[src/rtl/imgproc_seq_if.sv]
// imgproc_seq_if
//   Control bundle between the image-processing sequencer and its surroundings.
//   slave  : sequencer side (takes frame/pixel strobes and mode, drives datapath controls)
//   master : source side (drives frame/pixel strobes and mode, observes controls)
//   Signals:
//     iFRAME_START  frame start pulse
//     iDVAL         input pixel valid
//     iMODE[1:0]    requested filter mode
//     oDVAL         datapath output valid
//     oZERO         zero current output pixel (border)
//     oSEL          output mux select (0 greyscale, 1 convolution)
//     oVERTICAL     convolution direction
//     oCOL[10:0]    column of next input pixel
//     oROW[10:0]    row of next input pixel
//     oBUSY         sequencer not idle
//     oFRAME_DONE   last output pixel has left the pipeline
interface imgproc_seq_if;
  logic        iFRAME_START;
  logic        iDVAL;
  logic [1:0]  iMODE;
  logic        oDVAL;
  logic        oZERO;
  logic        oSEL;
  logic        oVERTICAL;
  logic [10:0] oCOL;
  logic [10:0] oROW;
  logic        oBUSY;
  logic        oFRAME_DONE;

  modport slave (
    input  iFRAME_START, iDVAL, iMODE,
    output oDVAL, oZERO, oSEL, oVERTICAL, oCOL, oROW, oBUSY, oFRAME_DONE
  );

  modport master (
    output iFRAME_START, iDVAL, iMODE,
    input  oDVAL, oZERO, oSEL, oVERTICAL, oCOL, oROW, oBUSY, oFRAME_DONE
  );
endinterface

[src/rtl/imgproc_seq.sv]
// imgproc_seq
//   Sequencing controller for the camera datapath (line buffer -> greyscale ->
//   convolution). Tracks the pixel position in a frame, latches the filter mode
//   at frame start, holds output valid off while the line buffer fills, delays
//   {valid, border} by the datapath latency and reports frame completion once
//   the pipeline has drained.
//   Ports:
//     iCLK  clock
//     iRST  synchronous active-high reset
//     bus   imgproc_seq_if.slave control bundle (see interface header)
module imgproc_seq #(
  parameter int IMG_W      = 1280,
  parameter int IMG_H      = 960,
  parameter int FILL_LINES = 2,
  parameter int PIPE_LAT   = 3
) (
  input  logic          iCLK,
  input  logic          iRST,
  imgproc_seq_if.slave  bus
);

  localparam int              DCW        = (PIPE_LAT > 7) ? $clog2(PIPE_LAT + 1) : 3;
  localparam logic [10:0]     LAST_COL   = 11'(IMG_W - 1);
  localparam logic [10:0]     LAST_ROW   = 11'(IMG_H - 1);
  localparam logic [10:0]     FILL_ROW   = 11'((FILL_LINES > 0) ? (FILL_LINES - 1) : 0);
  localparam logic [DCW-1:0]  DRAIN_LAST = DCW'(PIPE_LAT - 1);

  typedef enum logic [1:0] {
    IDLE  = 2'b00,
    FILL  = 2'b01,
    RUN   = 2'b10,
    DRAIN = 2'b11
  } stateT;

  // With no fill lines the taps are valid from the first pixel.
  localparam stateT START_STATE = (FILL_LINES == 0) ? RUN : FILL;

  stateT                stateR;
  stateT                nextStateS;
  logic [DCW-1:0]       drainCntR;
  logic [DCW-1:0]       nextDrainCntS;
  logic [10:0]          colR;
  logic [10:0]          rowR;
  logic [1:0]           modeR;
  logic                 selR;
  logic                 verticalR;
  logic                 busyR;
  logic                 frameDoneR;
  logic                 frameDoneS;
  logic                 acceptS;
  logic                 qualS;
  logic                 borderS;
  logic                 lastColS;
  logic [PIPE_LAT-1:0]  dvalPipeR;
  logic [PIPE_LAT-1:0]  zeroPipeR;

  // Next-state, pixel qualification and frame-done decode.
  always_comb begin
    nextStateS    = stateR;
    nextDrainCntS = drainCntR;
    acceptS       = 1'b0;
    qualS         = 1'b0;
    lastColS      = (colR == LAST_COL);
    borderS       = (modeR != 2'b00) && ((colR == 11'd0) || lastColS);
    if (bus.iFRAME_START) begin
      // Start or restart: a coincident iDVAL is not counted.
      nextStateS    = START_STATE;
      nextDrainCntS = {DCW{1'b0}};
    end else begin
      case (stateR)
        IDLE: begin
          nextStateS = IDLE;
        end
        FILL: begin
          acceptS = bus.iDVAL;
          if (bus.iDVAL && lastColS && (rowR == FILL_ROW)) begin
            nextStateS = RUN;
          end else begin
            nextStateS = FILL;
          end
        end
        RUN: begin
          acceptS = bus.iDVAL;
          qualS   = bus.iDVAL;
          if (bus.iDVAL && lastColS && (rowR == LAST_ROW)) begin
            nextStateS    = DRAIN;
            nextDrainCntS = {DCW{1'b0}};
          end else begin
            nextStateS = RUN;
          end
        end
        DRAIN: begin
          if (drainCntR == DRAIN_LAST) begin
            nextStateS    = IDLE;
            nextDrainCntS = {DCW{1'b0}};
          end else begin
            nextStateS    = DRAIN;
            nextDrainCntS = drainCntR + DCW'(1);
          end
        end
        default: begin
          nextStateS    = IDLE;
          nextDrainCntS = {DCW{1'b0}};
        end
      endcase
    end
    // The final output pixel shows in the DRAIN cycle whose count is PIPE_LAT-1.
    frameDoneS = (nextStateS == DRAIN) && (nextDrainCntS == DRAIN_LAST);
  end

  // State, drain counter and state-derived status outputs.
  always_ff @(posedge iCLK) begin
    if (iRST) begin
      stateR     <= IDLE;
      drainCntR  <= {DCW{1'b0}};
      busyR      <= 1'b0;
      frameDoneR <= 1'b0;
    end else begin
      stateR     <= nextStateS;
      drainCntR  <= nextDrainCntS;
      busyR      <= (nextStateS != IDLE);
      frameDoneR <= frameDoneS;
    end
  end

  // Pixel position counters; the last pixel of the frame wraps both to zero.
  always_ff @(posedge iCLK) begin
    if (iRST || bus.iFRAME_START) begin
      colR <= 11'd0;
      rowR <= 11'd0;
    end else if (acceptS) begin
      if (lastColS) begin
        colR <= 11'd0;
        rowR <= (rowR == LAST_ROW) ? 11'd0 : (rowR + 11'd1);
      end else begin
        colR <= colR + 11'd1;
      end
    end
  end

  // Mode latch and its decode, held for the whole frame.
  always_ff @(posedge iCLK) begin
    if (iRST) begin
      modeR     <= 2'b00;
      selR      <= 1'b0;
      verticalR <= 1'b0;
    end else if (bus.iFRAME_START) begin
      modeR     <= bus.iMODE;
      selR      <= (bus.iMODE != 2'b00);
      verticalR <= (bus.iMODE != 2'b10);
    end
  end

  // Free-running {valid, border} delay line matching the datapath registers.
  always_ff @(posedge iCLK) begin
    if (iRST || bus.iFRAME_START) begin
      dvalPipeR <= {PIPE_LAT{1'b0}};
      zeroPipeR <= {PIPE_LAT{1'b0}};
    end else begin
      for (int i = PIPE_LAT - 1; i > 0; i--) begin
        dvalPipeR[i] <= dvalPipeR[i-1];
        zeroPipeR[i] <= zeroPipeR[i-1];
      end
      dvalPipeR[0] <= qualS;
      // Border only travels with a valid pixel, so oZERO is always qualified.
      zeroPipeR[0] <= qualS && borderS;
    end
  end

  assign bus.oDVAL       = dvalPipeR[PIPE_LAT-1];
  assign bus.oZERO       = zeroPipeR[PIPE_LAT-1];
  assign bus.oSEL        = selR;
  assign bus.oVERTICAL   = verticalR;
  assign bus.oCOL        = colR;
  assign bus.oROW        = rowR;
  assign bus.oBUSY       = busyR;
  assign bus.oFRAME_DONE = frameDoneR;

endmodule
[src/flat_wrapper.sv]
// flat-port wrapper written by rule: the top's interface ports become plain ports
module imgproc_seq_flat 
#(
  parameter int IMG_W      = 1280,
  parameter int IMG_H      = 960,
  parameter int FILL_LINES = 2,
  parameter int PIPE_LAT   = 3
)
  (iCLK, iRST, bus_iFRAME_START, bus_iDVAL, bus_iMODE, bus_oDVAL, bus_oZERO, bus_oSEL, bus_oVERTICAL, bus_oCOL, bus_oROW, bus_oBUSY, bus_oFRAME_DONE);
  imgproc_seq_if bus_i ();
  input  logic iCLK;
  input  logic iRST;
  input wire logic [$bits(bus_i.iFRAME_START)-1:0] bus_iFRAME_START;
  input wire logic [$bits(bus_i.iDVAL)-1:0] bus_iDVAL;
  input wire logic [$bits(bus_i.iMODE)-1:0] bus_iMODE;
  output wire logic [$bits(bus_i.oDVAL)-1:0] bus_oDVAL;
  output wire logic [$bits(bus_i.oZERO)-1:0] bus_oZERO;
  output wire logic [$bits(bus_i.oSEL)-1:0] bus_oSEL;
  output wire logic [$bits(bus_i.oVERTICAL)-1:0] bus_oVERTICAL;
  output wire logic [$bits(bus_i.oCOL)-1:0] bus_oCOL;
  output wire logic [$bits(bus_i.oROW)-1:0] bus_oROW;
  output wire logic [$bits(bus_i.oBUSY)-1:0] bus_oBUSY;
  output wire logic [$bits(bus_i.oFRAME_DONE)-1:0] bus_oFRAME_DONE;
  assign bus_i.iFRAME_START = bus_iFRAME_START;
  assign bus_i.iDVAL = bus_iDVAL;
  assign bus_i.iMODE = bus_iMODE;
  assign bus_oDVAL = bus_i.oDVAL;
  assign bus_oZERO = bus_i.oZERO;
  assign bus_oSEL = bus_i.oSEL;
  assign bus_oVERTICAL = bus_i.oVERTICAL;
  assign bus_oCOL = bus_i.oCOL;
  assign bus_oROW = bus_i.oROW;
  assign bus_oBUSY = bus_i.oBUSY;
  assign bus_oFRAME_DONE = bus_i.oFRAME_DONE;
  imgproc_seq #(.IMG_W(IMG_W), .IMG_H(IMG_H), .FILL_LINES(FILL_LINES), .PIPE_LAT(PIPE_LAT)) u_core (.iCLK(iCLK), .iRST(iRST), .bus(bus_i));
endmodule
[config.mk]
export PLATFORM = sky130hd
export DESIGN_NAME = imgproc_seq_flat
export DESIGN_NICKNAME = d
export VERILOG_FILES = /design/src/rtl/imgproc_seq_if.sv /design/src/rtl/imgproc_seq.sv /design/src/flat_wrapper.sv
export SDC_FILE = /design/constraint.sdc
export NUM_CORES = 1
export LEC_CHECK = 0
export CAP_MARGIN = 25
export CORE_MARGIN = 1
export CORE_UTILIZATION = 35
export DETAILED_ROUTE_END_ITERATION = 8
export SLEW_MARGIN = 20
export SYNTH_ARGS = -nofsm -noshare
export SYNTH_HDL_FRONTEND = slang
export SYNTH_SLANG_ARGS = --single-unit
[constraint.sdc]
create_clock -name iCLK -period 2.4 [get_ports iCLK]
set_input_delay 0.24 -clock iCLK [delete_from_list [all_inputs] [get_ports iCLK]]
set_output_delay 0.24 -clock iCLK [all_outputs]
set_load 0.01 [all_outputs]
# Yosys cells after proc, flatten, opt, wreduce, memory -nomap -nowiden

Cells that the tools add are included.

Bits in registers: 39
Bits of input ports: 6
Output and inout port bits: 28
Logic and storage cells: 54

Add/subtract/negate cells: 3
Equality and inequality tests: 10
Mux-type cells: 15
Reductions and logical operators: 15

Operator list:

| kind                                            | number |
|---|---|
| adder 11 x 1 -> 11 bit, second input constant   | 2 |
| two-way mux 11 bit                              | 2 |
| == test 11 x 1 -> 1 bit, second input constant  | 1 |
| == test 11 x 10 -> 1 bit, second input constant | 1 |
| == test 11 bit, second input constant           | 1 |
| logical NOT 11 bit                              | 1 |
| two-way mux 3 bit                               | 3 |
| one-hot mux 2 bit (4 select lines)              | 1 |
| == test 2 bit, second input constant            | 3 |
| == test 3 x 2 -> 1 bit, second input constant   | 2 |
| logical AND 1 bit                               | 6 |
| two-way mux 2 bit                               | 3 |
| one-hot mux 3 bit (2 select lines)              | 1 |
| nonzero test 2 bit                              | 3 |
| two-way mux 1 bit                               | 5 |
| adder 3 x 1 -> 3 bit, second input constant     | 1 |
| == test 2 x 1 -> 1 bit, second input constant   | 1 |
| logical NOT 2 bit                               | 1 |
| logical OR 1 bit                                | 2 |
| inequality test 2 bit, second input constant    | 1 |
| AND reduction 2 bit                             | 1 |
| OR reduction 2 bit                              | 1 |

# Depth between registers and ports, before layout

Gate-level depths: netlist (run 1).

Word-level depth: 8
Mapped depth: 9
Gate-level depth less buffers: 7

# Worst setup path after synthesis (run 1)

Ideal clock, no wire load.

Kind: reg2reg
Start point: reg u_core.rowR[0], in the netlist u_core.bus.oROW[0]
End point: reg u_core.frameDoneR, in the netlist u_core.bus.oFRAME_DONE
Library setup time: 117 ps
Arrival: 1,590 ps
Data required time: 2,283 ps
Path slack: 693 ps
Stages on the path, launching flop included: 7
Buffers on the path: 0
Period minus slack after synthesis: 1,707 ps
Cells stage by stage: dfxtp_1 -> ha_1 -> nand3_2 -> nor4_2 -> a2bb2oi_1 -> mux2i_1 -> and4b_1

Word-level cells in the longest chain between the ends: 7
Elaborated cells on any way between the ends: 14
Classes of those cells: eq/ne: 4; mux: 7; reduce/logical: 3

Ends and longest elaborated chain:

| element                                                                                         | RTL line                             | text |
|---|---|---|
| from (decl)                                                                                     | imgproc_seq.sv:43                    | `logic [10:0] rowR;` |
| from (signal assigned)                                                                          | imgproc_seq.sv:134                   | `rowR <= (rowR == LAST_ROW) ? 11'd0 : (rowR + 11'd1);` |
| == test 11 x 10 -> 1 bit / == test 11 x 1 -> 1 bit (equally long branches)                      | imgproc_seq.sv:85, imgproc_seq.sv:76 |  |
| logical AND 1 bit, on equally long branches                                                     | imgproc_seq.sv:85, imgproc_seq.sv:76 |  |
| two-way mux 1 bit, or another cell as far along                                                 | imgproc_seq.sv:85                    | `if (bus.iDVAL && lastColS && (rowR == LAST_ROW)) begin` |
| one-hot mux 2 bit (4 select lines) / one-hot mux 3 bit (2 select lines) (equally long branches) | imgproc_seq.sv:70                    | `case (stateR)` |
| two-way mux 2 bit / two-way mux 3 bit (equally long branches)                                   | imgproc_seq.sv:65                    | `if (bus.iFRAME_START) begin` |
| == test 2 bit / == test 3 x 2 -> 1 bit (equally long branches)                                  | imgproc_seq.sv:108                   | `frameDoneS = (nextStateS == DRAIN) && (nextDrainCntS == DRAIN_LAST);` |
| logical AND 1 bit *                                                                             | imgproc_seq.sv:108                   |  |
| to (signal assigned)                                                                            | imgproc_seq.sv:122                   | `frameDoneR <= frameDoneS;` |
| to (decl)                                                                                       | imgproc_seq.sv:48                    | `logic frameDoneR;` |

Every way passes the cells marked *; elsewhere a longest branch is shown, timed or not.
A chain may end at the register's enable or synchronous reset.

# Worst setup path in the final report (run 1)

Start point: reg u_core.stateR[1]
End point: reg u_core.rowR[9], in the netlist u_core.bus.oROW[9]

Word-level cells in the longest chain between the ends: 5
Elaborated cells on any way between the ends: 6
Classes of those cells: eq/ne: 2; mux: 2; reduce/logical: 2

Ends and longest elaborated chain:

| element                                                        | RTL line           | text |
|---|---|---|
| from (decl)                                                    | imgproc_seq.sv:38  | `stateT stateR;` |
| from (signal assigned)                                         | imgproc_seq.sv:119 | `stateR <= nextStateS;` |
| == test 2 x 1 -> 1 bit / == test 2 bit (equally long branches) | imgproc_seq.sv:70  |  |
| OR reduction 2 bit (no line) *                                 | n/a                |  |
| two-way mux 1 bit *                                            | imgproc_seq.sv:70  |  |
| two-way mux 1 bit *                                            | imgproc_seq.sv:65  |  |
| AND reduction 2 bit (no line) *                                | n/a                |  |

Marked as above.

==> results of run 1 <==
==> cell families after synthesis <==
| group | synth area share [%] |
|---|---|
| AOI/OAI and AO/OA | 9.94 |
| xor gates and xnor gates | 8.53 |
| adders and majority gates | 5.13 |
| buffers and inverters | 3.65 |
| DFF | 40.0 |
| muxes | 1.03 |
| and+or+nand+nor | 31.7 |
==> how the worst max path moves through the flow <==
stage / startpoint / endpoint / slack [ns] / cells after the start
2_1_floorplan: u_core.bus.oROW[0] / u_core.bus.oFRAME_DONE / 0.69 / 6
3_5_place_dp: bus_iDVAL / u_core.bus.oROW[9] / 0.31 / 7
3_3_place_gp: bus_iDVAL / u_core.bus.oROW[4] / 0.35 / 7
5_1_grt: u_core.stateR[0] / u_core.bus.oROW[9] / 0.15 / 8
4_1_cts: u_core.stateR[1] / u_core.bus.oROW[9] / 0.36 / 8
6_report: u_core.stateR[1] / u_core.bus.oROW[9] / 0.38 / 8
==> cell type report <==
cell class,count,area (sq um),share of cell area (%)
clock buffers,5,68.8,2.77
clock inverters,3,67.6,2.72
inverters,9,33.8,1.36
multi-input cells,165,1100,44.3
flip-flops and latches,39,781,31.4
well taps,70,87.6,3.53
repair buffers,35,345,13.9
==> layer usage <==
metal	up-vias	wire (um)	GRT usage, %	share of wire, %
li1	834	-	-	-
met1	730	2020	20.9	50
met2	43	1770	23.2	44
met3	5	220	2.86	5.5
met4	0	27	3.46	0.67
met5	-	0	0	0
==> power by group <==
part	internal [mW]	switching, mW
Sequential	0.653	0.00360
Clock	0.415	0.231
Combinational	0.0269	0.0311
==> cells in the final DEF, fill, tap and decap left out, types with 2 or more instances in the layout <==
cell type and count:
bufinv_16 2, and2_1 6, nor2_1 36, o21ai_0 5, nor4_1 2, a211oi_1 2, clkbuf_8 5, a21oi_1 11
or3_1 2, clkdlybuf4s50_1 33, xnor2_1 5, ha_1 8, nand3_1 11, xor2_1 14, nor3b_1 2, nand3_2 3
nand2b_1 2, nand4_1 7, dfxtp_1 39, nor3_1 4, buf_4 2, mux2i_1 2, nand2_1 14, inv_1 9
==> critical path, delay by kind of cell, from the launching register on <==
family / cells / cell delay (ns)
flip-flops: 1 / 0.37
buffers and inverters: 2 / 0.25
adder cells (fa/ha/maj): 1 / 0.30
AND/OR/NAND/NOR: 4 / 0.81
XOR/XNOR: 1 / 0.16
==> state kept, by name, summed over array words and instances (netlist names) <==
register                flops
u_core.bus.oBUSY            1
u_core.bus.oCOL            11
u_core.bus.oFRAME_DONE      1
u_core.bus.oROW            11
u_core.bus.oSEL             1
u_core.bus.oVERTICAL        1
u_core.drainCntR            3
u_core.dvalPipeR            3
u_core.modeR                2
u_core.stateR               2
u_core.zeroPipeR            3
==> metrics by stage <==
step / power, mW / area, sq um
after detailed placement: 0.730 / 2350
after global placement: 0.730 / 2350
after global routing: 1.41 / 2480
after CTS: 1.37 / 2480
after floorplan: 0.704 / 1950
final: 1.36 / 2480
==> reports/qor.csv, run 1 <==
stage;metric;value;unit
timing;tightest_slew;0.599;ns
cells_and_area;drive_gt1_share;8.98;%
critical_path;critPathMaxStageDelay;0.38;ns
placement;place_hpwl;3030;um
synth;syn_area_per_cell;8.91;sq um
synth;syn-num-nets;233;
synth;synth-edff-count;0;
timing;slew_viol_final;0;
timing;hold_ws;0.432;ns
critical_path;reg2reg_to;u_core.bus.oROW[9];
critical_path;cp.required;2.56;ns
timing;fin_worst_skew;0.00740;ns
floorplanning;std_cell_rows;26;
synth;synth-main-ff-cell;dfxtp_1;
synth;synth_common_cells;dfxtp_1 (39), nor2_1 (36), nand2_1 (14), xor2_1 (14);
cts;numCtsBuffers;5;
floorplanning;coreArea;5240;sq um
synth;synth_area;1950;sq um
cts;cts-root-buf;clkbuf_8;
timing;fmax;0.495;GHz
critical_path;reg2regPathDepth;8;
route;firstDrtPassIters;4;
grt;grt_pass1_vias;1560;
synth;yosysSeqAreaShare;40.0;%
timing;finalHoldViolCount;0;
critical_path;r2r-start;u_core.stateR[1];
placement;dp_slack;0.314;ns
cells_and_area;fin_nets;269;
cts;clkSinkCount;39;
placement;gp_congestion;0.783;
synth;yosysTopAreaCell;dfxtp_1;
floorplanning;ios;34;
cts;tritoncts;built;
cells_and_area;final_cell_count_no_fill;326;
critical_path;cpMaxStageDelayCell;and4_1;
route;viasPerCell;4.94;
timing;worst_slack;0.380;ns
min_path;min_path_type;reg -> reg;
timing;grt_setup_unrepaired;false;
placement;place_inst;318;
min_path;min_from;u_core.dvalPipeR[1];
synth;yosys.area.top_type_share;40.0;%
critical_path;reg2reg_setup_slack;0.38;ns
critical_path;cp.arrival;2.17;ns
cts;cts_setup_buffers;0;
cts;cts_hold_buf;0;
placement;io_buffers;33;
critical_path;crit_fanout;8;
floorplanning;dieArea;5880;sq um
timing;slew_headroom;59.9;%
pwr;p_leak;0.884;nW
grt;grt_usage;14.8;%
cts;cts_max_path_buffers;2;
pwr;ir_drop;0.603;mV
grt;antenna_found_initial;0;
route;drc_errors;0;
cells_and_area;area_delta_synth_final;27.2;%
cells_and_area;fin_util;47.4;%
route;antenna_left;0;
route;wl_per_cell;12.4;um
min_path;min_path_cells;1;
synth;syn_inst;219;
floorplanning;die_w;76.7;um
pwr;power_density;548;nW/um^2
synth;yosys_warnings;0;
cts;clock_latency;0.29;ns
critical_path;start_kind;register;
synth;synth_area_leaders;dfxtp_1 (40%), nor2_1 (6.9%), xor2_1 (6.3%);
grt;gr-total-overflow;0;
grt;grt_max_degree;15;
cts;htree_num_levels;2;
min_path;holdPathEnd;u_core.dvalPipeR[2];
timing;finalCritPeriodShare;84.2;%
synth;synth-async-reset-ratio;0;%
critical_path;cp-end-kind;register;
cts;cts.reportedPaths.clkPinSlew;0.08;ns
run;cap_violations;0;
timing;setup-tns-final;0;ns
synth;yosysUniqueCellTypes;52;
outcome;status;finished, final reports clean;
grt;grt_pass1_wl;7110;um
synth;yosysMostFrequentCell;dfxtp_1;
cells_and_area;n_antenna_cell;0;
timing;min_period;2.02;ns
cells_and_area;final.fill_count;508;
critical_path;critical_path_class;reg -> reg;
floorplanning;start_util;37.3;%
timing;setup_violations;0;
route;drt_iter0_drc;97;
cts;cts-resized-gates;0;
route;via_count;1612;
synth;yosys_register_bits;39;
critical_path;crit_path_cell_trace;inv_1 -> ha_1 -> and3b_1 -> buf_4 -> and4_1 -> nand4_1 -> xor2_1 -> nor2_1;
floorplanning;die_y;76.7;um
route;drt-total-wl;4040;um
(Power assumes the default switching activity.)
==> inputs of run 2 (changes only) <==
==> constraint.sdc (replaced) <==
create_clock -name iCLK -period 1.85 [get_ports iCLK]
set_input_delay 0.185 -clock iCLK [delete_from_list [all_inputs] [get_ports iCLK]]
set_output_delay 0.185 -clock iCLK [all_outputs]
set_load 0.01 [all_outputs]
==> reports/qor.csv, run 2 (same netlist as run 1, synthesis figures left out) <==
stage;metric;value;unit;change
route;drt-total-wl;4520;um;+12%
cells_and_area;n_antenna_cell;0;;unchanged
placement;gp_congestion;0.867;;+11%
cells_and_area;fin_nets;291;;+8.2%
timing;fin_worst_skew;0.00452;ns;-0.00288 ns
route;wl_per_cell;13.0;um;+5.0%
cts;cts-root-buf;clkbuf_8;;
critical_path;critical_path_class;reg -> reg;;
route;firstDrtPassIters;4;;unchanged
critical_path;crit_path_cell_trace;buf_4 -> inv_1 -> ha_1 -> nor4bb_1 -> nand4_1 -> o21ai_0 -> nand3_1 -> and4b_1;;
timing;min_period;1.72;ns;-0.296 ns
floorplanning;dieArea;5880;sq um;unchanged
cts;cts_setup_buffers;0;;unchanged
floorplanning;coreArea;5240;sq um;unchanged
critical_path;cp.arrival;1.92;ns;-0.25 ns
grt;grt_pass1_vias;1610;;+3.2%
grt;grt_pass1_wl;7490;um;+5.2%
pwr;power.switching;0.372;mW;+40%
critical_path;start_kind;register;;
critical_path;critPathMaxStageDelay;0.32;ns;-0.06 ns
floorplanning;ios;34;;unchanged
timing;finalCritPeriodShare;93.2;%;+9.0 points
cts;numCtsBuffers;5;;unchanged
placement;place_hpwl;3350;um;+10%
timing;slew_viol_final;0;;unchanged
critical_path;cpMaxStageDelayCell;dfxtp_1;;
grt;antenna_found_initial;0;;unchanged
cts;clkSinkCount;39;;unchanged
timing;fmax;0.580;GHz;+17%
critical_path;cp_top_family;simple AND/OR/NAND/NOR gates;;
cells_and_area;area_delta_synth_final;36.9;%;
min_path;min_path_type;reg -> reg;;
critical_path;path_buf_inv;2;;unchanged
route;via_count;1714;;+6.3%
cells_and_area;drive_gt1_share;18.0;%;+9.0 points
cts;cts_max_path_buffers;2;;unchanged
floorplanning;start_util;37.3;%;unchanged
pwr;power_density;673;nW/um^2;+23%
pwr;ir_drop;0.595;mV;-1.2%
route;drt_iter0_drc;89;;-8.2%
grt;grt_max_degree;15;;unchanged
pwr;clockPowerShare;48.0;%;+0.5 points
cells_and_area;final_cell_count_no_fill;348;;+6.7%
placement;place_inst;340;;+6.9%
placement;io_buffers;33;;unchanged
timing;setup-tns-final;0;ns;unchanged
pwr;pwr-share-comb;4.6;%;+0.3 points
route;antenna_left;0;;unchanged
outcome;status;finished, final reports clean;;
critical_path;reg2regPathDepth;8;;unchanged
pwr;p_leak;1.00;nW;+13%
timing;grt_setup_unrepaired;false;;
cts;cts_hold_buf;0;;unchanged
cts;htree_num_levels;2;;unchanged
route;drc_errors;0;;unchanged
timing;slew_headroom;69.1;%;+9.2 points
cells_and_area;final_common_cell;dfxtp_1;;
floorplanning;die_y;76.7;um;unchanged
min_path;min_path_cells;1;;unchanged
run;cap_violations;0;;unchanged
critical_path;cp-end-kind;register;;
timing;tightest_slew;0.462;ns;-0.137 ns
cells_and_area;final.fill_count;504;;-0.79%
timing;setup_violations;0;;unchanged
grt;gr-total-overflow;0;;unchanged
critical_path;cp.required;2.04;ns;-0.52 ns
pwr;p_sw_share;20.7;%;+1.1 points
timing;finalHoldViolCount;0;;unchanged
critical_path;crit_fanout;6;;-2
grt;grt_usage;16.0;%;+1.2 points
timing;hold_ws;0.429;ns;-0.00305 ns
floorplanning;die_w;76.7;um;unchanged
pwr;p_int;1.43;mW;+30%
cts;cts-resized-gates;0;;unchanged
cells_and_area;final_cell_mix;dfxtp_1 (39), nor2_1 (36), clkdlybuf4s50_1 (33), buf_4 (23);;
floorplanning;std_cell_rows;26;;unchanged
critical_path;crit_cells;8;;unchanged
pwr;power_frac_seq;47.4;%;-0.9 points
cts;clock_latency;0.29;ns;about the same
route;viasPerCell;4.93;;-0.39%
cts;cts.reportedPaths.clkPinSlew;0.08;ns;about the same
cts;tritoncts;built;;
==> run 2: power by group through the flow <==
stage	combinational (mW)	sequential [mW]	clock, mW
2_1_floorplan	0.0395	0.873	0
3_3_place_gp	0.0827	0.871	0
3_5_place_dp	0.0826	0.872	0
4_1_cts	0.0830	0.852	0.871
5_1_grt	0.0918	0.853	0.899
6_report	0.0836	0.852	0.863
==> run 2: through the flow <==
stage / util (%) / worst slack, ns / total power [mW] / area, sq um
2_1_floorplan: - / 0.143 / 0.913 / 1950
3_3_place_gp: 48.0 / 0.0128 / 0.954 / 2510
3_5_place_dp: 48.0 / 0.00438 / 0.954 / 2510
4_1_cts: 50.6 / 0.0305 / 1.81 / 2650
5_1_grt: 51.0 / 0.00477 / 1.84 / 2670
6_report: 51.0 / 0.126 / 1.80 / 2670
==> run 2: final cells by class <==
type	instances	area, sq um	area share (%)
Multi-Input combinational cell	165	1120	41.9
Tap cell	70	87.6	3.28
Sequential cell	39	781	29.2
Clock inverter	3	67.6	2.53
Clock buffer	5	68.8	2.57
Inverter	9	33.8	1.26
Timing Repair Buffer	57	514	19.2
==> run 2: worst paths after layout <==
kind	slack [ns]	to	startpoint
worst max register to register	0.13	u_core.bus.oFRAME_DONE	u_core.bus.oROW[1]
worst max-delay path	0.13	u_core.bus.oFRAME_DONE	u_core.bus.oROW[1]
worst min-delay path	0.43	u_core.dvalPipeR[2]	u_core.dvalPipeR[1]
worst min register to register	0.43	u_core.dvalPipeR[2]	u_core.dvalPipeR[1]
==> run 2: metal layers <==
metal  track usage, %  routed length [um]  vias up
met5                0                   0        -
met2             26.7                2090       52
met3             2.86                 172        7
met1             20.7                2220      780
li1                 -                   -      875
met4             5.19                  42        0
